**config.mk**
```make
export PLATFORM = sky130hd
export DESIGN_NAME = pipelined_ripple_adder
export DESIGN_NICKNAME = d
export VERILOG_FILES = /design/src/rtl/adder_pkg.sv /design/src/rtl/adder_chunk.sv /design/src/rtl/pipelined_ripple_adder.sv
export SDC_FILE = /design/constraint.sdc
export NUM_CORES = 1
export LEC_CHECK = 0
export ABC_AREA = 1
export CAP_MARGIN = 15
export CORE_MARGIN = 10
export CORE_UTILIZATION = 48
export CTS_BUF_LIST = sky130_fd_sc_hd__clkbuf_4 sky130_fd_sc_hd__clkbuf_8 sky130_fd_sc_hd__clkbuf_16
export CTS_CLUSTER_SIZE = 30
export DETAILED_ROUTE_END_ITERATION = 16
export PLACE_DENSITY = 0.91
export SKIP_LAST_GASP = 1
export SLEW_MARGIN = 15
export SYNTH_ARGS = -nofsm -noshare
export SYNTH_HDL_FRONTEND = slang
export SYNTH_SLANG_ARGS = --single-unit
```
**constraint.sdc**
```tcl
create_clock -name clk -period 3.37 [get_ports clk]
set_clock_uncertainty 0.05 [all_clocks]
set_input_delay 0.337 -clock clk [delete_from_list [all_inputs] [get_ports clk]]
set_output_delay 0.337 -clock clk [all_outputs]
set_load 0.01 [all_outputs]
```
**src/rtl/adder_pkg.sv**
```systemverilog
// rtl/adder_pkg.sv - shared sizing helpers for the pipelined ripple adder
package adder_pkg;

  function automatic int calc_stages(input int width, input int chunk);
    return width / chunk;
  endfunction

  // Lowest bit of slice k; slice k is [slice_lo(k) +: chunk]
  function automatic int slice_lo(input int k, input int chunk);
    return k * chunk;
  endfunction

endpackage

```
**src/rtl/adder_chunk.sv**
```systemverilog
// rtl/adder_chunk.sv - combinational CHUNK-bit ripple adder built from full-adder cells
module adder_chunk #(
  parameter int CHUNK = 4
) (
  input  logic [CHUNK-1:0] x,
  input  logic [CHUNK-1:0] y,
  input  logic             cin,
  output logic [CHUNK-1:0] s,
  output logic             cout,
  output logic             cmsb
);

  logic [CHUNK:0] c;

  assign c[0] = cin;

  for (genvar i = 0; i < CHUNK; i++) begin : g_fa
    assign s[i]   = x[i] ^ y[i] ^ c[i];
    assign c[i+1] = (x[i] & y[i]) | (c[i] & (x[i] ^ y[i]));
  end

  assign cout = c[CHUNK];
  // Carry into the top bit; XOR with cout gives signed overflow on the last slice
  assign cmsb = c[CHUNK-1];

endmodule

```
**src/rtl/pipelined_ripple_adder.sv**
```systemverilog
// rtl/pipelined_ripple_adder.sv - add/subtract unit, one CHUNK-bit slice resolved per pipeline stage
module pipelined_ripple_adder
  import adder_pkg::*;
#(
  parameter int WIDTH = 8,
  parameter int CHUNK = 4
) (
  input  logic             clk,
  input  logic             rst,
  input  logic             in_valid,
  output logic             in_ready,
  input  logic [WIDTH-1:0] a,
  input  logic [WIDTH-1:0] b,
  input  logic             c_in,
  input  logic             sub,
  output logic             out_valid,
  input  logic             out_ready,
  output logic [WIDTH-1:0] sum,
  output logic             c_out,
  output logic             overflow
);

  localparam int STAGES = calc_stages(WIDTH, CHUNK);

  if ((WIDTH % CHUNK) != 0 || STAGES < 1) begin : g_bad_params
    $error("pipelined_ripple_adder: WIDTH must be a non-zero multiple of CHUNK");
  end

  logic             advance;
  logic [WIDTH-1:0] eff_b;
  logic             eff_cin;

  // Per-stage state: operands travel with the beat, s_q holds the slices resolved so far
  logic             v_q [STAGES];
  logic             c_q [STAGES];
  logic [WIDTH-1:0] a_q [STAGES];
  logic [WIDTH-1:0] b_q [STAGES];
  logic [WIDTH-1:0] s_q [STAGES];
  logic             ovf_q;

  logic [CHUNK-1:0] chunk_s    [STAGES];
  logic             chunk_cout [STAGES];
  logic             chunk_cmsb [STAGES];
  logic [WIDTH-1:0] s_nxt      [STAGES];

  assign eff_b   = sub ? ~b : b;
  assign eff_cin = sub ? ~c_in : c_in;

  assign advance  = !out_valid || out_ready;
  assign in_ready = advance;

  assign out_valid = v_q[STAGES-1];
  assign sum       = s_q[STAGES-1];
  assign c_out     = c_q[STAGES-1];
  assign overflow  = ovf_q;

  for (genvar k = 0; k < STAGES; k++) begin : g_stage
    localparam int LO = slice_lo(k, CHUNK);
    logic [CHUNK-1:0] x;
    logic [CHUNK-1:0] y;
    logic             ci;
    logic [WIDTH-1:0] base;

    if (k == 0) begin : g_first
      assign x    = a[LO +: CHUNK];
      assign y    = eff_b[LO +: CHUNK];
      assign ci   = eff_cin;
      assign base = '0;
    end else begin : g_next
      assign x    = a_q[k-1][LO +: CHUNK];
      assign y    = b_q[k-1][LO +: CHUNK];
      assign ci   = c_q[k-1];
      assign base = s_q[k-1];
    end

    adder_chunk #(.CHUNK(CHUNK)) u_chunk (
      .x    (x),
      .y    (y),
      .cin  (ci),
      .s    (chunk_s[k]),
      .cout (chunk_cout[k]),
      .cmsb (chunk_cmsb[k])
    );

    // Unresolved slices of base are always zero, so OR merges the new slice in place
    assign s_nxt[k] = base | (WIDTH'(chunk_s[k]) << LO);
  end

  always_ff @(posedge clk) begin
    if (rst) begin
      for (int k = 0; k < STAGES; k++) begin
        v_q[k] <= 1'b0;
        c_q[k] <= 1'b0;
        a_q[k] <= '0;
        b_q[k] <= '0;
        s_q[k] <= '0;
      end
      ovf_q <= 1'b0;
    end else if (advance) begin
      v_q[0] <= in_valid;
      a_q[0] <= a;
      b_q[0] <= eff_b;
      for (int k = 1; k < STAGES; k++) begin
        v_q[k] <= v_q[k-1];
        a_q[k] <= a_q[k-1];
        b_q[k] <= b_q[k-1];
      end
      for (int k = 0; k < STAGES; k++) begin
        s_q[k] <= s_nxt[k];
        c_q[k] <= chunk_cout[k];
      end
      ovf_q <= chunk_cmsb[STAGES-1] ^ chunk_cout[STAGES-1];
    end
  end

endmodule

```
==> summary.md, run 1 <==
Per report_power, the sequential group accounts for 56.2% of the total. After synthesis, the largest area contributor takes up 53.8% of total cell area. The critical path is of the in -> reg type. Summed over all cells, the static leakage comes to 0.738 nW.

The worst-path maximum fanout came out at 3. The initial utilization of the core area, before any placement, comes to 49.4%. The layout overhead on the synthesized area is 27.3%, and the shortest period the worst path allows is 2.61 ns.

Yosys printed 0 warnings. In this run the remaining antenna-violating nets after routing total 0. Buffers added to address setup during post-CTS repair amount to 0.

The first global-routing pass estimated 3.37 mm of wire. The instance count along the most critical hold path came out at 2. The endpoint identified for the worst register-to-register timing path is s_q[0][15]$_SDFFCE_PN0P_. The sort of element at the start of the critical path is an input port.

The via count normalized by instance count came out at 4.45. Of the total power, combinational logic draws 25.1%. The most repeated cell in the gate-level netlist after synthesis was sky130_fd_sc_hd__inv_1. The total global routing track utilization came out at 8.03%. After routing, the total negative slack on setup checks comes to 0 ns.

Counting every instance in the synthesized netlist gives 109. The final layout contains 175 nets. The number of cells on the worst reg-to-reg path is 8. Max-cap violations in this run came to 0. Setup violations remaining at the end of the flow were counted as 0. At the end of routability-driven placement, the weighted congestion stood at 0.692. The wire length per cell was 11.8 um; the number of synthesized flops with an enable pin was 24. Clock tree root buffer cell: sky130_fd_sc_hd__clkbuf_4. The logs give 0 for the total inserted antenna cells and 25 for the number of sinks handled by clock tree synthesis. The first TritonRoute pass finished after 4 iterations.

STA classifies the critical path endpoint as a flip-flop. At the pin with the least slew margin, the transition time is 0.919 ns. The synthesized net count was 139; the pre-CTS setup slack was 0.416 ns. The floorplan has 19 rows. Measured along the y axis, the die boundary spans 72.8 um.

Setup slack on the critical path of the routed design comes to 0.764 ns. The total wire length was 2.07 mm. 34 I/O pins were placed. After synthesis, the cell types taking the most area are sky130_fd_sc_hd__edfxtp_1 54%, sky130_fd_sc_hd__fa_1 12%, sky130_fd_sc_hd__inv_1 8.4%. The die span in x came out at 72.8 um. For the number of library cell types mapped by synthesis, the log shows 15. Counting flops and latches in the post-synthesis netlist gives 25. The most numerous cell type found on the critical path is sky130_fd_sc_hd__fa_1. Hold buffer count at CTS: 0.

The critical path goes through clkdlybuf4s50_1 > xor2_1 > fa_1 > fa_1 > inv_1 > fa_1 > inv_1 > fa_1 > inv_1 > nor2_2. Input and output buffers added on the ports amount to 33. Via count of the first global-routing pass: 813. The synthesized area divided by synthesized cell count was 12.3 um^2; the standard cell core area was 2710 um^2.

The power share of the clock group was 18.7%; the critical path data required time was 3.38 ns. The run gives 778 as the via count. The slowest stage of the critical path belongs to the cell sky130_fd_sc_hd__clkdlybuf4s50_1. Residual DRC count: 0. Setup repair after global routing left no endpoint under its margin.

The logs give 0.000173 W for the power spent charging and discharging nets and 1340 um^2 for the cell area after synthesis. The tools report the latest clock arrival within the worst-skew pair as 0.30 ns. The clock slew seen by the registers of the worst setup and hold paths is 0.12 ns.

The commonest cells after synthesis are 30 x sky130_fd_sc_hd__inv_1, 24 x sky130_fd_sc_hd__edfxtp_1, 18 x sky130_fd_sc_hd__nor2_2, 8 x sky130_fd_sc_hd__fa_1, 6 x sky130_fd_sc_hd__nand2_1. The cell taking the most area after synthesis was sky130_fd_sc_hd__edfxtp_1. At the worst endpoint, the arrival time is 2.62 ns.

The initial antenna violation count was 0; the fraction of registers with async set/reset was 0%. Internal power comes to 0.000529 W. TritonCTS built the clock tree. The stage delay of the slowest cell on the critical path is 0.46 ns, and the sum of net half-perimeters after detailed placement is 1.79 mm. The tools report the maximum VDD drop as 0.238 mV. The switching part of the total power was 24.7%. After routing the design area is 1700 um^2.

In this run the critical register-to-register path is launched from c_q[0][0]$_SDFFCE_PN0P_. The number of gates resized after CTS was 0. The run finished with clean final reports. The tools report the portion of the post-synthesis area used by sequential elements as 55.3%. The tools report the final number of hold-violating endpoints as 0. The detailed router finished its first iteration with 16 violations. The clock passes through at most 2 buffers.

The layout cell share with drive strength beyond 1 was 18.8%. The run gives 0 as the overflow left after global routing. The source of the worst hold timing path was overflow$_SDFFE_PP0P_.

In this run the worst hold path is classified as reg -> reg. The most used flip-flop cell after synthesis is sky130_fd_sc_hd__edfxtp_1. The logs give 0 for the final number of max-transition violations and 1 for the H-tree level count. Clock tree synthesis inserted a total of 3 buffers.

The die covers 5300 um^2. The minimum setup slack among reg-to-reg paths is 1.03 ns. Entering global routing, the biggest net connects 25 pins. The remaining max-slew budget at the tightest pin is 38.6%, and the cell area after placement is 1670 um^2. Dividing total power by cell area gives a power density of 412 nW/um^2. The path with the worst hold slack has its endpoint at overflow$_SDFFE_PP0P_. The highest clock rate was 384 MHz; the fraction of the cycle the final worst path needs was 77.3%.
-- layout by cell type (no fill, tap or decap) --
cell / netlist / final
sky130_fd_sc_hd__nand3_1: 1 / 1
sky130_fd_sc_hd__nor2_4: 2 / 2
sky130_fd_sc_hd__nand2_1: 6 / 6
sky130_fd_sc_hd__clkdlybuf4s50_1: 0 / 33
sky130_fd_sc_hd__edfxtp_1: 24 / 24
sky130_fd_sc_hd__nand2_4: 2 / 2
sky130_fd_sc_hd__xnor2_1: 5 / 5
sky130_fd_sc_hd__buf_4: 0 / 1
sky130_fd_sc_hd__xor2_1: 4 / 4
sky130_fd_sc_hd__nor2_2: 18 / 18
sky130_fd_sc_hd__a21oi_1: 1 / 1
sky130_fd_sc_hd__dfxtp_1: 1 / 1
sky130_fd_sc_hd__inv_1: 30 / 30
sky130_fd_sc_hd__clkbuf_4: 0 / 4
sky130_fd_sc_hd__nor2_1: 4 / 4
sky130_fd_sc_hd__fa_1: 8 / 8
-- kinds of logic after synthesis --
family	share of synthesized area, %
compound gates	0.373
xor+xnor	5.89
fa+ha+maj	12.0
buf+inv	11.5
flops	55.3
simple gates	15.0
-- sequential cells by signal (all words and copies together), names as in the netlist --
| register | count |
|---|---|
| s_q | 12 |
| a_q | 4 |
| c_q | 2 |
| overflow | 1 |
| b_q | 4 |
| v_q | 2 |
-- metal layers --
| metal | GRT usage (%) | wire, um |
|---|---|---|
| met3 | 2.18 | 181 |
| met1 | 7.17 | 717 |
| met2 | 15.3 | 1120 |
| met5 | 0 | 0 |
| met4 | 5.06 | 55 |
-- power groups by stage --
stage	registers, W	clock network [W]	logic (W)
6_report	0.000395	0.000132	0.000176
5_1_grt	0.000399	0.000145	0.000197
4_1_cts	0.000396	0.000135	0.000180
3_5_place_dp	0.000403	0	0.000180
3_3_place_gp	0.000400	0	0.000170
2_1_floorplan	0.000410	0	0.0000979
-- how the worst max path moves through the flow --
stage | start | end | slack [ns] | depth (start not counted)
after CTS | sub | s_q[0][3]$_SDFFCE_PN0P_ | 0.76 | 10
after global placement | sub | s_q[0][3]$_SDFFCE_PN0P_ | 0.49 | 10
final | sub | s_q[0][3]$_SDFFCE_PN0P_ | 0.76 | 10
after detailed placement | sub | s_q[0][3]$_SDFFCE_PN0P_ | 0.42 | 10
after global routing | sub | s_q[0][3]$_SDFFCE_PN0P_ | 0.70 | 10
after floorplan | sub | s_q[0][3]$_SDFFCE_PN0P_ | 0.90 | 10
-- layout make-up --
cell class                 count  area [um^2]
timing repair buffer          34          338
multi-input combinational     51          444
inverter                      30          113
fill                         240         1010
clock buffer                   4         30.0
sequential                    25          741
tap                           31         38.8
-- per-stage QoR --
stage	utilization [%]	power [W]	std cells	hold slack, ns
floorplan	-	0.000508	109	0.436
global placement	61.8	0.000571	171	0.407
detailed placement	61.8	0.000583	171	0.419
CTS	62.9	0.000712	175	0.438
global route	62.9	0.000742	175	0.488
finish	62.9	0.000703	175	0.434
-- critical path, delay by kind of cell --
kind | cells | cell delay (ns)
buffers and inverters | 4 | 0.68
xor gates and xnor gates | 1 | 0.20
and+or+nand+nor | 1 | 0.04
adders and majority gates | 4 | 1.36
Power figures use the tool's default switching activity.
==> run 2, diff against run 1 <==
Clock period 3.37 ns to 2.55 ns, I/O delays scaled along.
==> run 2 against run 1 <==
Compared with the run above:
- critical path depth stayed put
- critical endpoint unchanged
- via count is 3.0% higher
- largest power group unchanged
- sequential share of layout area is 0.38 points lower
- global-route usage is 1.3 points higher
- cell count is 1.1% higher
- largest cell class unchanged
- combinational power is 32% higher
- utilization is 0.55 points higher
- clock power is 30% higher
- worst setup slack worse by 0.62 ns
==> summary.md, run 2 (same netlist as run 1, synthesis figures left out) <==
At the pin with the least slew margin, the transition time is 0.426 ns. The run gives 2.30 mm as the total wire length. The number of flip-flops in the largest register was 12. The shortest period the worst path allows was 2.41 ns; the static leakage was 0.755 nW. The final number of max-transition violations is 0. STA puts the critical path data arrival time at 2.43 ns. Path class of the lowest-slack min-delay path: in -> reg.

The logs give 0 for the total setup buffers inserted after CTS and 34 for the number of top-level pins. The clock slew seen by the registers of the worst setup and hold paths was 0.13 ns. The die is 72.8 um wide. The setup path with the least slack is of type in -> reg. Using the TritonRoute via totals, the vias-per-cell ratio works out to 4.53. The tree is rooted in a sky130_fd_sc_hd__clkbuf_4. The stage delay of the slowest cell on the critical path was 0.42 ns; the remaining max-slew budget at the tightest pin was 71.5%. The worst-path maximum fanout came out at 1. Sort of element at the start of the critical path: an input port. Summed over all layers, the global routing overflow is 0.

For this run, the total global-route usage over all layers was measured as 9.33%. Entering global routing, the biggest net connects 25 pins. The multi-input combinational cells in the finished layout cover a total of 444 um^2.

In the post-route analysis, the smallest setup slack over all paths is 0.143 ns. The tools report the highest clock rate as 415 MHz. In the final layout, the registers with the most flip-flops are s_q: 12 flops, a_q: 4 flops, b_q: 4 flops. The die covers 5300 um^2. The final number of hold-violating endpoints came out at 0. The wire length of the first global-routing pass is 3.89 mm, and the initial standard-cell utilization of the core is 49.4%. The number of sinks handled by clock tree synthesis was 25; the standard cell core area was 2710 um^2. Dividing the detail-routed wire length by the instance count gives 13.0 um.

Setup repair after global routing left no endpoint under its margin. The filler cells instantiated in the layout total 214. In the layout the commonest cells are 32 x sky130_fd_sc_hd__clkdlybuf4s50_1, 30 x sky130_fd_sc_hd__inv_1, 24 x sky130_fd_sc_hd__edfxtp_1.

At the worst endpoint, the required time is 2.58 ns. Leaving out fill and tap cells, the most frequent cell in the layout is sky130_fd_sc_hd__clkdlybuf4s50_1. The logs give 801 for the via count and 0.477 ns for the worst hold slack.

DRC marker count from the first detailed-route iteration: 33. The repair_antennas step left the layout with diodes totalling 0. The tools report the area taken by flip-flops and latches as 741 um^2. The startpoint identified for the worst hold timing path is sub. The most critical setup path has its startpoint at b[0].

The startpoint identified for the worst register-to-register timing path is c_q[0][0]$_SDFFCE_PN0P_. The cell with the most instances on the worst path is sky130_fd_sc_hd__fa_1. VDD sags by at most 0.301 mV. After floorplanning, the core was divided into 19 placement rows. For this design, the slowest cell found on the critical path is sky130_fd_sc_hd__fa_1. The logs give 0 for the max-cap violation count and 2 for the clock tree buffer depth. The via count of the first global-routing pass came out at 881.

STA classifies the critical path endpoint as a flip-flop. The total of endpoints with negative setup slack in the final report is 0. TritonCTS built the clock tree.

The congestion estimate from routability-driven global placement came to 0.733. The vertical extent of the die is 72.8 um, and the number of nets at the end of the flow is 177. The clock reaches the later pin of the worst-skew pair after 0.31 ns.

The initial antenna violation count is 0. The count of nets left with antenna violations once routing finished came out at 0. Number of buffer cells added on primary ports: 33. For this run, design rule violations remaining after detail routing come to 0. The layout overhead on the synthesized area works out to 28.4%.

The first-pass iteration count of the detailed router was 6; the H-tree level count was 1. The critical path goes through clkdlybuf4s50_1 > xor2_1 > fa_1 > fa_1 > inv_1 > fa_1 > inv_1 > fa_1 > inv_1 > nor2_2. Before CTS, the worst setup slack after placement is -0.324 ns.

The fraction of the cycle the final worst path needs is 94.4%, and the total power divided by cell area is 539 nW/um^2. The largest register by flop count was s_q. In the final layout, the share of cells above drive strength 1 is 19.9%. The HPWL after detailed placement is 2.02 mm. Clock tree synthesis inserted a total of 3 buffers.

The run finished with clean final reports.
run 2: cell types whose count changed in the layout (fill, tap and decap cells not counted), sizes merged:
cell,before,now
buf,1,3
clkbuf,4,3
clkdlybuf4s50,33,32
clkinv,0,1
dlymetal6s2s,0,1
run 2: final timing paths:
kind	endpoint	slack, ns	cells after the start
max	s_q[0][3]$_SDFFCE_PN0P_	0.14	10
min	b_q[0][7]$_SDFFCE_PN0P_	0.48	4
max reg2reg	s_q[0][15]$_SDFFCE_PN0P_	0.21	8
min reg2reg	overflow$_SDFFE_PP0P_	0.48	2
run 2: final cells by class:
class / instances / share of cell area, %
clock buffers: 3 / 1.31
clock inverters: 1 / 0.291
flip-flops and latches: 25 / 43.1
well taps: 31 / 2.26
repair buffers: 36 / 20.7
inverters: 30 / 6.55
multi-input cells: 51 / 25.8
run 2: metrics by stage:
step	std cells	setup TNS (ns)	area, um^2	util, %	power, W
6_report	177	0	1720	63.4	0.000927
5_1_grt	177	0	1720	63.4	0.000977
4_1_cts	177	0	1720	63.3	0.000937
3_5_place_dp	173	-0.591	1690	62.3	0.000773
3_3_place_gp	173	-0.468	1690	62.3	0.000756
2_1_floorplan	109	0	1340	-	0.000672
run 2: repair_timing:
item / in CTS / in global routing
resized for setup: 0 / 1
endpoints found under the setup margin: 0 / 1
hold buffers: 0 / 0
run 2: critical path, delay by kind of cell:
| kind | cells | cell delay (ns) |
|---|---|---|
| xor+xnor | 1 | 0.16 |
| fa+ha+maj | 4 | 1.36 |
| buf+inv | 4 | 0.61 |
| simple gates | 1 | 0.04 |
run 2: routing by layer:
layer  vias to the layer above  GRT usage, %  share of wire (%)
li1                        394             -                  -
met1                       374          8.32                 33
met2                        29          18.2                 56
met3                         4          2.45                8.7
met4                         0          5.06                2.3
met5                         -             0                  0
run 2: power breakdown:
part           total [W]  switching (W)  internal, W
logic           0.000233       0.000110     0.000123
clock network   0.000171       0.000113    0.0000586
registers       0.000523      0.0000175     0.000506
==> run 3, diff against run 2 <==
Settings changed: CORE_UTILIZATION 48 to 52, PLACE_DENSITY 0.91 to 0.95.
Clock period 2.55 ns to 2.81 ns, I/O delays scaled along.
==> run 3 against run 2 <==
Compared with the run above:
- via count decreased by 1.7%
- first-iteration DRC count down 21%
- clock-buffer cell count is 1 higher
- total power is 8.5% lower
- largest power group unchanged
- routed wire length shrank 9.6%
- die area is 5.6% lower
- worst setup slack improved by 0.12 ns
- clock power fell by 5%
- highest routed layer unchanged
- cell count is 0.56% lower
- global-route usage decreased by 0.89 points
- critical path depth did not move
==> summary.md, run 3 (same netlist as run 1, synthesis figures left out) <==
The number of clock buffers inserted by TritonCTS is 3, and the slew at the pin closest to its max-slew limit is 0.427 ns. TritonCTS built the clock tree. Based on the critical path, the design can be clocked at up to 392 MHz.

The total overflow left after global routing is 0. Worst-path maximum fanout: 4. The standard cell core area was 2480 um^2; the total of endpoints with negative setup slack in the final report was 0. The worst register-to-register path begins at c_q[0][0]$_SDFFCE_PN0P_. After clock tree synthesis, the clock-pin slew on the worst setup and hold paths is 0.12 ns.

The number of sinks handled by clock tree synthesis is 25, and the wire length of the first global-routing pass is 3.49 mm. Relative to the synthesized area, the layout overhead comes to 28.3%. From bottom edge to top edge, the die measures 70.7 um.

Post-CTS timing repair inserted 0 buffers for setup. For this run, the share of the core covered by cells in the final layout is 69.3%. The wire length per cell was 11.8 um. Clock tree buffer depth: 2.

The area of all placed cells without fillers came out at 1720 um^2. The total wire length came out at 2.08 mm. After the last flow step, the layout net total stands at 177.

The initial utilization of the core area, before any placement, comes to 54.0%. Sort of element at the start of the critical path: an input port. The H-tree level count is 1, and the arrival time of data at the critical path endpoint is 2.57 ns. The run gives 0 as the final number of hold-violating endpoints. The total inserted antenna cells was 0. Counting the fill cells in the layout gives 191.

The layout cell share with drive strength beyond 1 was 19.9%. Via count normalized by instance count: 4.47. The run gives 0 as the initial antenna violation count.

The via count of the first global-routing pass came out at 837. The cell that appears most often on the critical path is sky130_fd_sc_hd__fa_1. Traced cell by cell, the critical path runs through clkdlybuf4s50_1 > xor2_1 > fa_1 > fa_1 > inv_1 > fa_1 > inv_1 > fa_1 > inv_1 > nor2_2. The endpoint identified for the worst register-to-register timing path is s_q[0][15]$_SDFFCE_PN0P_.

Clock latency on the worst-skew pair, taken at its later pin, is 0.31 ns. Setup repair after global routing left no endpoint under its margin. The worst register-to-register path has a setup slack of 0.44 ns. Source of the worst hold timing path: overflow$_SDFFE_PP0P_. Cell with the biggest individual delay on the critical path: sky130_fd_sc_hd__clkdlybuf4s50_1. Largest register by flop count: s_q. The final route contains 787 vias.

Global routing used 8.43% of the available tracks. The flow ran to the end, and the final reports show no timing, DRC or antenna violations. STA classifies the critical path endpoint as a flip-flop. The die covers 5000 um^2. Hold buffer count at CTS: 0. The top cell types in the final layout, fill and taps aside, are 33 x sky130_fd_sc_hd__clkdlybuf4s50_1, 30 x sky130_fd_sc_hd__inv_1, 24 x sky130_fd_sc_hd__edfxtp_1. The largest registers in the layout are s_q: 12 flops, a_q: 4 flops, b_q: 4 flops.

In this run the worst hold path is classified as reg -> reg. The tools report the sum of net half-perimeters after detailed placement as 1.84 mm. For this run, the slowest stage of the critical path takes 0.48 ns.

The first detailed-routing pass ran for 3 iterations. Tracing the worst setup path back leads to its startpoint at sub. For this run, design rule violations remaining after detail routing come to 0. After clock tree synthesis, the repair step resized 0 gates. For the remaining max-slew budget at the tightest pin, the log shows 71.5%. The final number of max-transition violations is 0. The tree is rooted in a sky130_fd_sc_hd__clkbuf_4. Dividing total power by cell area gives a power density of 494 nW/um^2. The endpoint of the worst setup timing path was s_q[0][3]$_SDFFCE_PN0P_.

At the end of routability-driven placement, the weighted congestion stood at 0.730. The cell depth of the worst flop-to-flop path came out at 8. The worst setup path is of the in -> reg kind. Critical path data required time: 2.83 ns. Entering global routing, the biggest net connects 25 pins.

After detailed placement, the total cell area comes to 1690 um^2. Leaving out fill and tap cells, the most frequent cell in the layout is sky130_fd_sc_hd__clkdlybuf4s50_1. The run gives 0 as the remaining antenna violation count after routing. The number of buffer cells added on primary ports works out to 33. The DRC marker count from the first detailed-route iteration came out at 26. The fraction of the cycle the final worst path needs works out to 90.7%.

Across the VDD grid, the largest voltage drop is 0.261 mV. Across the run, the number of max-cap violations was 0. The number of top-level pins was 34. The register with the most flip-flops in the layout has 12 of them. The die is 70.7 um wide. The shortest period the worst path allows came out at 2.55 ns.

For the static leakage, the log shows 0.747 nW. Count of standard-cell rows: 18.
## run 3: area by class of cell
class | count | area, um^2 | share of cell area, %
clock buffer | 4 | 30.0 | 1.75
inverter | 30 | 113 | 6.55
multi-input combinational | 51 | 444 | 25.9
sequential | 25 | 741 | 43.1
tap | 30 | 37.5 | 2.18
timing repair buffer | 36 | 353 | 20.5
## run 3: worst min path at each step
| stage | endpoint | slack (ns) | cells after the start |
|---|---|---|---|
| floorplan | overflow$_SDFFE_PP0P_ | 0.38 | 3 |
| global placement | overflow$_SDFFE_PP0P_ | 0.41 | 2 |
| detailed placement | overflow$_SDFFE_PP0P_ | 0.43 | 2 |
| CTS | overflow$_SDFFE_PP0P_ | 0.45 | 2 |
| global route | overflow$_SDFFE_PP0P_ | 0.47 | 2 |
| finish | overflow$_SDFFE_PP0P_ | 0.44 | 2 |
## run 3: report_power, final
part	switching (W)	total (W)	internal (W)
Sequential	0.0000140	0.000473	0.000459
Clock	0.0000975	0.000163	0.0000651
Combinational	0.000100	0.000213	0.000113
Total	0.000212	0.000849	0.000637
## run 3: per-stage QoR
step / power (W) / hold WS [ns] / worst slack [ns] / TNS [ns] / std cells
5_1_grt: 0.000897 / 0.472 / 0.191 / 0 / 176
3_3_place_gp: 0.000686 / 0.407 / -0.0308 / -0.0308 / 172
6_report: 0.000849 / 0.443 / 0.260 / 0 / 176
2_1_floorplan: 0.000610 / 0.380 / 0.401 / 0 / 109
3_5_place_dp: 0.000700 / 0.430 / -0.0937 / -0.118 / 172
4_1_cts: 0.000859 / 0.446 / 0.257 / 0 / 176
## run 3: critical path, delay by kind of cell
kind	cells	cell delay [ns]
adder cells (fa/ha/maj)	4	1.36
XOR/XNOR	1	0.21
buffers and inverters	4	0.68
AND/OR/NAND/NOR	1	0.04
## run 3: per-layer routing
layer | vias to the layer above | global-route usage (%) | wire length [um]
li1 | 395 | - | -
met1 | 357 | 7.13 | 738
met2 | 30 | 16.4 | 1130
met3 | 5 | 3.07 | 170
met4 | 0 | 4.52 | 48
met5 | - | 0 | 0
